## src/rtl/ahb_lite_master.sv

```systemverilog
// Single-channel AHB-lite bus master.
// Command-driven incrementing bursts with a two-stage address/data pipeline.
module ahb_lite_master #(
  parameter int AW = 32
) (
  input  logic          clk,
  input  logic          reset,
  input  logic          clken,
  input  logic          cmd_valid,
  output logic          cmd_ready,
  input  logic [AW-1:0] cmd_addr,
  input  logic          cmd_write,
  input  logic [2:0]    cmd_size,
  input  logic [7:0]    cmd_len,
  input  logic [31:0]   wr_data,
  output logic          wr_ready,
  output logic [31:0]   rd_data,
  output logic          rd_valid,
  output logic          done,
  output logic [AW-1:0] ahbl_addr,
  output logic [1:0]    ahbl_trans,
  output logic          ahbl_write,
  output logic [2:0]    ahbl_size,
  output logic [31:0]   ahbl_wdata,
  input  logic [31:0]   ahbl_rdata,
  input  logic          ahbl_ready
);

  localparam logic S_IDLE = 1'b0;
  localparam logic S_ADDR = 1'b1;

  localparam logic [1:0] T_IDLE   = 2'b00;
  localparam logic [1:0] T_NONSEQ = 2'b10;
  localparam logic [1:0] T_SEQ    = 2'b11;

  logic          state_q, state_d;
  logic [AW-1:0] addr_q, addr_d;
  logic [1:0]    trans_q, trans_d;
  logic          write_q, write_d;
  logic [2:0]    size_q, size_d;
  logic [7:0]    rem_q, rem_d;
  logic          dp_active_q, dp_active_d;
  logic          dp_write_q, dp_write_d;
  logic          dp_last_q, dp_last_d;

  logic [2:0]    size_c;
  logic [AW-1:0] amask;
  logic [AW-1:0] addr_inc;
  logic          adv;
  logic          dp_adv;

  assign size_c   = (cmd_size > 3'd2) ? 3'd2 : cmd_size;
  assign amask    = ~((AW'(1) << size_c) - AW'(1));
  assign addr_inc = addr_q + (AW'(1) << size_q);
  assign adv      = clken & ahbl_ready;

  always_comb begin
    state_d     = state_q;
    addr_d      = addr_q;
    trans_d     = trans_q;
    write_d     = write_q;
    size_d      = size_q;
    rem_d       = rem_q;
    dp_active_d = dp_active_q;
    dp_write_d  = dp_write_q;
    dp_last_d   = dp_last_q;
    // A completed data phase empties the slot unless a beat moves in.
    if (adv) begin
      dp_active_d = 1'b0;
    end
    if (state_q == S_IDLE) begin
      if (clken & cmd_valid) begin
        state_d = S_ADDR;
        addr_d  = cmd_addr & amask;
        trans_d = T_NONSEQ;
        write_d = cmd_write;
        size_d  = size_c;
        rem_d   = cmd_len;
      end
    end else if (adv) begin
      dp_active_d = 1'b1;
      dp_write_d  = write_q;
      dp_last_d   = (rem_q == 8'd0);
      if (rem_q == 8'd0) begin
        state_d = S_IDLE;
        trans_d = T_IDLE;
      end else begin
        addr_d  = addr_inc;
        rem_d   = rem_q - 8'd1;
        // Crossing a 1KB boundary restarts the burst.
        trans_d = (addr_inc[9:0] == 10'd0) ? T_NONSEQ : T_SEQ;
      end
    end
  end

  always_ff @(posedge clk or posedge reset) begin
    if (reset) begin
      state_q     <= S_IDLE;
      addr_q      <= '0;
      trans_q     <= T_IDLE;
      write_q     <= 1'b0;
      size_q      <= 3'd0;
      rem_q       <= 8'd0;
      dp_active_q <= 1'b0;
      dp_write_q  <= 1'b0;
      dp_last_q   <= 1'b0;
    end else if (clken) begin
      state_q     <= state_d;
      addr_q      <= addr_d;
      trans_q     <= trans_d;
      write_q     <= write_d;
      size_q      <= size_d;
      rem_q       <= rem_d;
      dp_active_q <= dp_active_d;
      dp_write_q  <= dp_write_d;
      dp_last_q   <= dp_last_d;
    end
  end

  assign dp_adv     = adv & dp_active_q;
  assign cmd_ready  = (state_q == S_IDLE);
  assign wr_ready   = dp_adv & dp_write_q;
  assign rd_valid   = dp_adv & ~dp_write_q;
  assign done       = dp_adv & dp_last_q;
  assign rd_data    = ahbl_rdata;
  assign ahbl_addr  = addr_q;
  assign ahbl_trans = trans_q;
  assign ahbl_write = write_q;
  assign ahbl_size  = size_q;
  assign ahbl_wdata = (dp_active_q & dp_write_q) ? wr_data : 32'd0;

endmodule

```

## config.mk

```make
export PLATFORM = sky130hd
export DESIGN_NAME = ahb_lite_master
export DESIGN_NICKNAME = d
export VERILOG_FILES = /design/src/rtl/ahb_lite_master.sv
export SDC_FILE = /design/constraint.sdc
export NUM_CORES = 1
export LEC_CHECK = 0
export ABC_AREA = 1
export BUFFER_PORTS_ARGS = -buffer_cell sky130_fd_sc_hd__buf_4
export CAP_MARGIN = 5
export CORE_ASPECT_RATIO = 1.2
export CORE_UTILIZATION = 52
export CTS_BUF_LIST = sky130_fd_sc_hd__clkbuf_4 sky130_fd_sc_hd__clkbuf_8
export DETAILED_ROUTE_END_ITERATION = 16
export PLACE_DENSITY = 0.95
export SYNTH_ARGS = -nofsm -noshare
export SYNTH_HDL_FRONTEND = slang
export SYNTH_SLANG_ARGS = --single-unit
```

## constraint.sdc

```tcl
create_clock -name clk -period 6.2 [get_ports clk]
set_clock_uncertainty 0.05 [all_clocks]
set_input_delay 1.55 -clock clk [delete_from_list [all_inputs] [get_ports clk]]
set_output_delay 1.55 -clock clk [all_outputs]
set_load 0.05 [all_outputs]
```

Word level (Yosys, flattened, before mapping)
Cells that the tools add are included.

Register bits after elaboration: 50. Input bits: 113. Logic and storage cells: 57.

$add $sub $neg: 3. Order comparisons: 1. Eq/ne operators: 2. Shift-type cells: 2. Multiplexer cells: 22. Bitwise logic cells: 11. Reduce and logical (&&, ||, !) cells: 7.

Operators by type and width (number): 2-to-1 mux 32 bit (5); << shifter 1 x 3 -> 32 bit (first input constant) (2); adder 32 bit (1); AND 32 bit (1); 2-to-1 mux 8 bit (4); NOT 32 bit (1); subtractor 32 x 2 -> 32 bit (second input constant) (1); zero test 10 bit (1); AND reduction 3 bit (3); zero test 8 bit (1); 2-to-1 mux 1 bit (8); 2-to-1 mux 2 bit (4); subtractor 8 x 1 -> 8 bit (second input constant) (1); AND 1 bit (7); AND reduction 4 bit (1); > comparator 3 x 2 -> 1 bit (second input constant) (1); 2-to-1 mux 3 bit (1); != test 2 x 1 -> 1 bit (second input constant) (1); != test 2 bit (second input constant) (1); NOT 1 bit (2); nonzero test 2 bit (1).

Logic depth before layout (Yosys ltp)
Gate-level depths: netlist (run 1).

Depth in word-level cells: 8. Mapped depth: 15.

Least setup slack after synthesis (run 1)
Ideal clock, no wire load.

Kind: input to output. Start point: input port ahbl_ready. End point: output port done. Arrival time: 2.416 ns. Required time: 4.600 ns. Path slack: 2.184 ns. Stages: 4. Path buffers: 0. Path through: nand2_1 inv_1 nand2_1 nor2_1.

Cells in the longest elaborated chain, start to end: 3.

RTL lines: start: declaration (RTL line 26) `input logic ahbl_ready`; AND 1 bit (RTL line 55) `assign adv = clken & ahbl_ready;`; AND 1 bit (RTL line 120) `assign dp_adv = adv & dp_active_q;`; AND 1 bit (RTL line 124) `assign done = dp_adv & dp_last_q;`; end: declaration (RTL line 19) `output logic done,`.

Every way passes these cells.

Final worst setup path (run 1)
Start point: input port clken. End point: output port done.

Cells in the longest elaborated chain, start to end: 3.

RTL lines: start: declaration (RTL line 8) `input logic clken,`; AND 1 bit (RTL line 55); AND 1 bit (RTL line 120); AND 1 bit (RTL line 124).

Every way passes these cells.

==> results of run 1 <==
[stage by stage]
| stage | hold slack [ns] | cell area (um2) | util | power, mW |
|---|---|---|---|---|
| final | 0.458 | 5480 | 0.669 | 2.71 |
| after CTS | 0.454 | 5480 | 0.669 | 2.71 |
| after floorplan | 0.414 | 4440 | - | 2.06 |
| after global routing | 0.471 | 5480 | 0.669 | 2.92 |
| after detailed placement | 0.431 | 5390 | 0.657 | 2.50 |
| after global placement | 0.417 | 5390 | 0.657 | 2.47 |
[cell type report]
class / instances / share of cell area
clock inverters: 1 / 0.000913
multi-input cells: 535 / 0.440
repair buffers: 156 / 0.214
inverters: 109 / 0.0746
flip-flops and latches: 50 / 0.228
clock buffers: 7 / 0.0164
well taps: 114 / 0.0260
[logic make-up (layout without fill, tap and decap cells)]
kind of cell / Yosys count / in the layout / synth area share
compound gates: 56 / 56 / 0.0741
simple gates: 467 / 467 / 0.434
xor+xnor: 1 / 1 / 0.00197
fa+ha+maj: 10 / 10 / 0.0299
buf+inv: 162 / 273 / 0.176
flops: 50 / 50 / 0.282
mux: 1 / 1 / 0.00225
[placed cells by master, fill, tap and decap left out, drive strengths merged]
cell | netlist | final
nor3 | 17 | 17
nor4 | 1 | 1
or2 | 5 | 5
clkbuf | 8 | 7
dfrtp | 50 | 50
o22ai | 1 | 1
a21oi | 11 | 11
fa | 1 | 1
nor2 | 125 | 125
ha | 9 | 9
o21a | 1 | 1
o31ai | 4 | 4
nand2 | 258 | 258
o21ai | 32 | 32
o21bai | 5 | 5
clkinv | 0 | 1
buf | 45 | 156
a31oi | 1 | 1
xor2 | 1 | 1
nand4 | 4 | 4
nand3b | 8 | 8
mux2i | 1 | 1
inv | 109 | 109
o211ai | 1 | 1
and2 | 1 | 1
nand3 | 48 | 48
[flip-flops by register name (all words and copies together), names as in the netlist, named ones only]
signal      cells
ahbl_size       3
ahbl_trans      2
ahbl_addr      32
ahbl_write      1
dp_write_q      1
state_q         1
dp_last_q       1
rem_q           8
[worst min-delay path by stage]
| stage | from | end |
|---|---|---|
| 3_5_place_dp | ahbl_trans[1] | ahbl_trans[1] |
| 5_1_grt | ahbl_trans[1] | ahbl_trans[1] |
| 2_1_floorplan | dp_write_q | dp_write_q |
| 3_3_place_gp | ahbl_trans[0] | ahbl_trans[0] |
| 6_report | ahbl_trans[0] | ahbl_trans[0] |
| 4_1_cts | ahbl_trans[1] | ahbl_trans[1] |
[power breakdown]
group | total, mW | switching [mW] | leakage [nW] | internal, mW
sequential | 0.672 | 0.194 | 0.605 | 0.478
combinational | 1.83 | 1.27 | 2.54 | 0.565
clock | 0.204 | 0.109 | 0.0517 | 0.0948
[per-layer routing]
metal | track usage | share of wire | vias to the layer above
li1 | - | - | 2487
met1 | 0.324 | 0.41 | 2056
met2 | 0.475 | 0.51 | 141
met3 | 0.0397 | 0.052 | 40
met4 | 0.112 | 0.029 | 0
met5 | 0 | 0 | -
[worst max-delay path, stage by stage]
cell and delay [ns]:
buf_4 0.09, nand2_1 0.11, inv_1 0.10, nand2_1 0.07, nor2_1 0.09, buf_4 0.20
==> impl_results.md, run 1 <==
- Synth Instances: about 750
- Reg clk slew, reported paths: around 0.090 ns
- Peak VDD IR: between 0.2 and 0.25 mV
- Top FF cell, synth: dfrtp_1
- Netlist cell types: 38
- Clock Latency Late Sink: roughly 0.30 ns
- Core area: just over 0.008 mm2
- Share of cells above drive strength 1: 0.217
- Yosys top cell area share: 0.282
- All-Layer GR Usage: 0.267
- CP max FO: 4
- Port Buffer Count: between 150 and 200
- Worst setup path endpoint: done
- #FFs+latches synth: 50
- CTS buffer count: 5
- Clock sinks: 50
- Ys async rst share: 1.00
- Mapped Nets: just under 900
- CP endpoint kind: output port
- Layout area overhead: 23.5%
- Worst R2R End: ahbl_trans[0]
- PwrDens: 494 mW/mm2
- WP data arrival: 2.22 ns
- First-pass GRT wire length: 18900 um
- Status: completed
- Number of synthesized flops with an enable pin: 0
- Maxcap violations: 0
- Min-Delay Path Class: register to register
- Chip height: between 100 and 150 um
- Mapped Area: roughly 0.0044 mm2
- Final worst-path cycle share: 0.615
- Max frequency: around 0.26 GHz
- Die width: 86.4 um
- Most frequent cell after synthesis: nand2_1
- WL per Instance: around 12 um
- Iter 0 DRT Violations: around 300
- CTS-repair resized insts: 0
- Sequential cell area: roughly 0.0013 mm2
- Layout Cells excl Fill: slightly below 1000
- Vias: around 4700
- Initial Utilization: 0.542
- Initial antenna violation count: 0
- Hold_buf cts: 0
- Fillers: approximately 760
- Reg2reg start: ahbl_size[1]
- DRC: 0
- Max-slew headroom: 0.285
- Final TNS setup: 0 ns
- Fin nets: 980
- Final WL: about 12000 um
- Drt via density: a little under 5
- Final HPWL DP: 9280 um
- Vias in the first global route: between 4000 and 5000
- Least-Margin Pin Slew: approximately 1.1 ns
- Setup Crit Path Kind: primary input to output port
- YS warnings: 0
- Final GP Congestion: about 0.97
- CTS tree: yes
- Hold path cells: 2
- Clock root buffer: clkbuf_8
- Largest net degree at the start of global routing: 66
- Number of cell rows: 36
- ANT cells: 0
- Syn avg cell area: around 5.9 um2
- Post-CTS setup repair buffer count: 0
- Lkg Pwr: approximately 3.2 nW
- FF-to-FF path depth: 12
- Top cells by count, synth: 256 x nand2_1, 122 x nor2_1, 104 x inv_1
- Crit path launch: clken
- Worst Setup Slack, final: approximately 2.4 ns
- Post-synth top area cell: dfrtp_1
- Die area: 0.00891 mm2
- Ports: 219
- 1st-pass router iterations: 5
- Total gr overflow: 0
- H-tree depth: 2
- Sequential share of the synthesized area: 0.282
- Slew Limit Fails: 0
- Detail Route Antenna Nets: 0
- Dpl ws: 2.39 ns
- RSZ-0062 raised after global routing: false
- Reg2Reg Setup Slack: 3.64 ns
- Post-layout minimum cycle time: approximately 3.8 ns
- Footprint of the multi-input gates: between 0.002 and 0.0025 mm2
- CP Launch Type: primary input
- Synth area leaders: dfrtp_1 28%, nand2_1 22%, nor2_1 10%
- Final hold vios: 0
- # setup viols final: 0
- Required time of the critical path: around 4.6 ns
- Clock Tree Buf Depth: 2
- Placed cells: slightly below 1000
Note: power is estimated with default switching activity, not from simulation.
==> run 2: changes to the inputs <==
--- a/config.mk
+++ b/config.mk
@@ -9,10 +9,10 @@
 export BUFFER_PORTS_ARGS = -buffer_cell sky130_fd_sc_hd__buf_4
 export CAP_MARGIN = 5
 export CORE_ASPECT_RATIO = 1.2
-export CORE_UTILIZATION = 52
+export CORE_UTILIZATION = 48
 export CTS_BUF_LIST = sky130_fd_sc_hd__clkbuf_4 sky130_fd_sc_hd__clkbuf_8
 export DETAILED_ROUTE_END_ITERATION = 16
-export PLACE_DENSITY = 0.95
+export PLACE_DENSITY = 0.89
 export SYNTH_ARGS = -nofsm -noshare
 export SYNTH_HDL_FRONTEND = slang
 export SYNTH_SLANG_ARGS = --single-unit
==> constraint.sdc (replaced) <==
create_clock -name clk -period 3.9 [get_ports clk]
set_clock_uncertainty 0.05 [all_clocks]
set_input_delay 0.975 -clock clk [delete_from_list [all_inputs] [get_ports clk]]
set_output_delay 0.975 -clock clk [all_outputs]
set_load 0.05 [all_outputs]
==> impl_results.md, run 2 (synthesis results as in run 1) <==
- Final GP Congestion: 0.941 (-3.1%)
- Vias in the first global route: 4465 (+5.7%)
- CP cell instances: nand2_1 > buf_4 > nor2_1 > buf_4
- CP max FO: 18 (+14)
- Levels on crit path: 4 (-2)
- Detail Route Antenna Nets: 0 (unchanged)
- Critical path's largest stage delay: 0.44 ns (+0.24 ns)
- DRC: 0 (unchanged)
- Final worst-path cycle share: 0.703
- Clock root buffer: clkbuf_8
- Port Buffer Count: 154 (unchanged)
- 1st-pass router iterations: 8 (+3)
- Final WL: 12300 um (+2.8%)
- Maxcap violations: 0 (unchanged)
- RSZ-0062 raised after global routing: false
- Min-Delay Path Class: register to register
- CP endpoint kind: output port
- # setup viols final: 0 (unchanged)
- Required time of the critical path: 2.87 ns (-1.73 ns)
- WP data arrival: 1.71 ns (-0.51 ns)
- Core area: 0.00903 mm2 (+10%)
- CP Launch Type: register
- Clock Latency Late Sink: 0.31 ns (about the same)
- Chip height: 107 um (+4.0%)
- Least-Margin Pin Slew: 1.05 ns (-0.0272 ns)
- Status: completed
- Lkg Pwr: 3.20 nW (+0.14%)
- First-pass GRT wire length: 20200 um (+6.6%)
- Ports: 219 (unchanged)
- Setup Crit Path Kind: register to output port
- WP buf/inv: 2 (-1)
- Max frequency: 0.365 GHz
- FF-to-FF path depth: 15 (+3)
- Drt via density: 5.00 (+2.9%)
- Post-layout minimum cycle time: around 2.7 ns
- CTS buffer count: 5 (unchanged)
- Slew Limit Fails: 0 (unchanged)
- Initial Utilization: 0.492 (-0.0501)
- CTS-repair resized insts: 0 (unchanged)
- Peak VDD IR: 0.314 mV (+33%)
- Most frequent cells in the layout: 256 x nand2_1, 157 x buf_4, 122 x nor2_1, 103 x inv_1, 49 x dfrtp_1
- Total gr overflow: 0 (unchanged)
- Fin nets: 982 (+0.20%)
- Reg clk slew, reported paths: 0.10 ns (about the same)
- Iter 0 DRT Violations: 269 (-11%)
- Post-CTS setup repair buffer count: 0 (unchanged)
- Final HPWL DP: 9550 um (+2.9%)
- All-Layer GR Usage: 0.257 (-0.0105)
- Clock Tree Buf Depth: 2 (unchanged)
- Die width: 89.8 um (+4.0%)
- Initial antenna violation count: 0 (unchanged)
- CP top delay family: simple AND/OR/NAND/NOR gates
- Hold_buf cts: 0 (unchanged)
- Most used cell, CP: buf_4
- Die area: 0.00964 mm2 (+8.1%)
- Number of cell rows: 38 (+5.6%)
- Share of cells above drive strength 1: 0.219 (+0.00182)
- CTS tree: yes
- Largest net degree at the start of global routing: 66 (unchanged)
- H-tree depth: 2 (unchanged)
- Commonest non-fill, non-tap cell in the layout: nand2_1
- Max FFs per register: 32 (unchanged)
- Power, Total: 4.34 mW (+60%)
- Hold path cells: 2 (unchanged)
- ANT cells: 0 (unchanged)
- Final hold vios: 0 (unchanged)
- Vias: 4902 (+3.8%)
- WL per Instance: 12.6 um (+2.0%)
- Clock sinks: 50 (unchanged)
- Max-slew headroom: 0.302 (+0.0171)
- PwrDens: 788 mW/mm2 (+60%)
- Design area: 0.00552 mm2 (+0.57%)
- Final TNS setup: 0 ns (unchanged)
- Layout area overhead: 24.2%
- Hold Slack: 0.461 ns (+0.00309 ns)
- CP max stage cell: nand2_1
- Post-DP Area: 0.00542 mm2 (+0.65%)
-- run 2: final timing paths --
kind	slack, ns	start	endpoint
worst max-delay path	1.16	register	ahbl_wdata[19]
worst min-delay path	0.46	ahbl_trans[1]	ahbl_trans[1]
worst max register to register	1.38	ahbl_size[1]	ahbl_addr[18]
worst min register to register	0.46	ahbl_trans[1]	ahbl_trans[1]
max in group asynchronous	2.24	reset	state_q
min in group asynchronous	0.87	reset	dp_write_q
-- run 2: cell type report --
cell class	count	area, um2
multi-input cells	535	2410
clock buffers	6	76.3
well taps	120	150
inverters	109	409
clock inverters	2	15.0
fillers	881	3520
flip-flops and latches	50	1250
repair buffers	158	1200
-- run 2: metrics by stage --
stage / utilization / instances / setup slack, ns
after floorplan: - / 747 / 1.03
after global placement: 0.600 / 972 / 1.28
after detailed placement: 0.600 / 972 / 1.27
after CTS: 0.611 / 980 / 1.15
after global routing: 0.611 / 980 / 1.03
final: 0.611 / 980 / 1.16
-- run 2: layer usage --
metal | track usage | vias to the layer above | share of wire
met5 | 0 | - | 0
met4 | 0.131 | 0 | 0.037
met3 | 0.0304 | 45 | 0.051
met2 | 0.436 | 171 | 0.48
met1 | 0.321 | 2204 | 0.43
li1 | - | 2482 | -
-- run 2: worst register-to-register path, stage by stage (launching register included) --
cell and delay (ns):
dfrtp_1 0.48, nor3_1 0.09, ha_1 0.24, fa_1 0.40, nand2_1 0.15, nand3_1 0.13, nand3_1 0.12, nand2_1 0.11
nand2_1 0.08, nand2_1 0.18, nand2_1 0.11, nand2_1 0.05, nand2_1 0.08, nand2_1 0.06, nand2_1 0.06, inv_1 0.04
-- run 2: report_power, final --
group | total (mW) | switching (mW) | leakage, nW | internal, mW
clock | 0.317 | 0.183 | 0.0408 | 0.134
combinational | 2.95 | 2.04 | 2.55 | 0.912
sequential | 1.08 | 0.316 | 0.605 | 0.760
total | 4.34 | 2.54 | 3.20 | 1.81
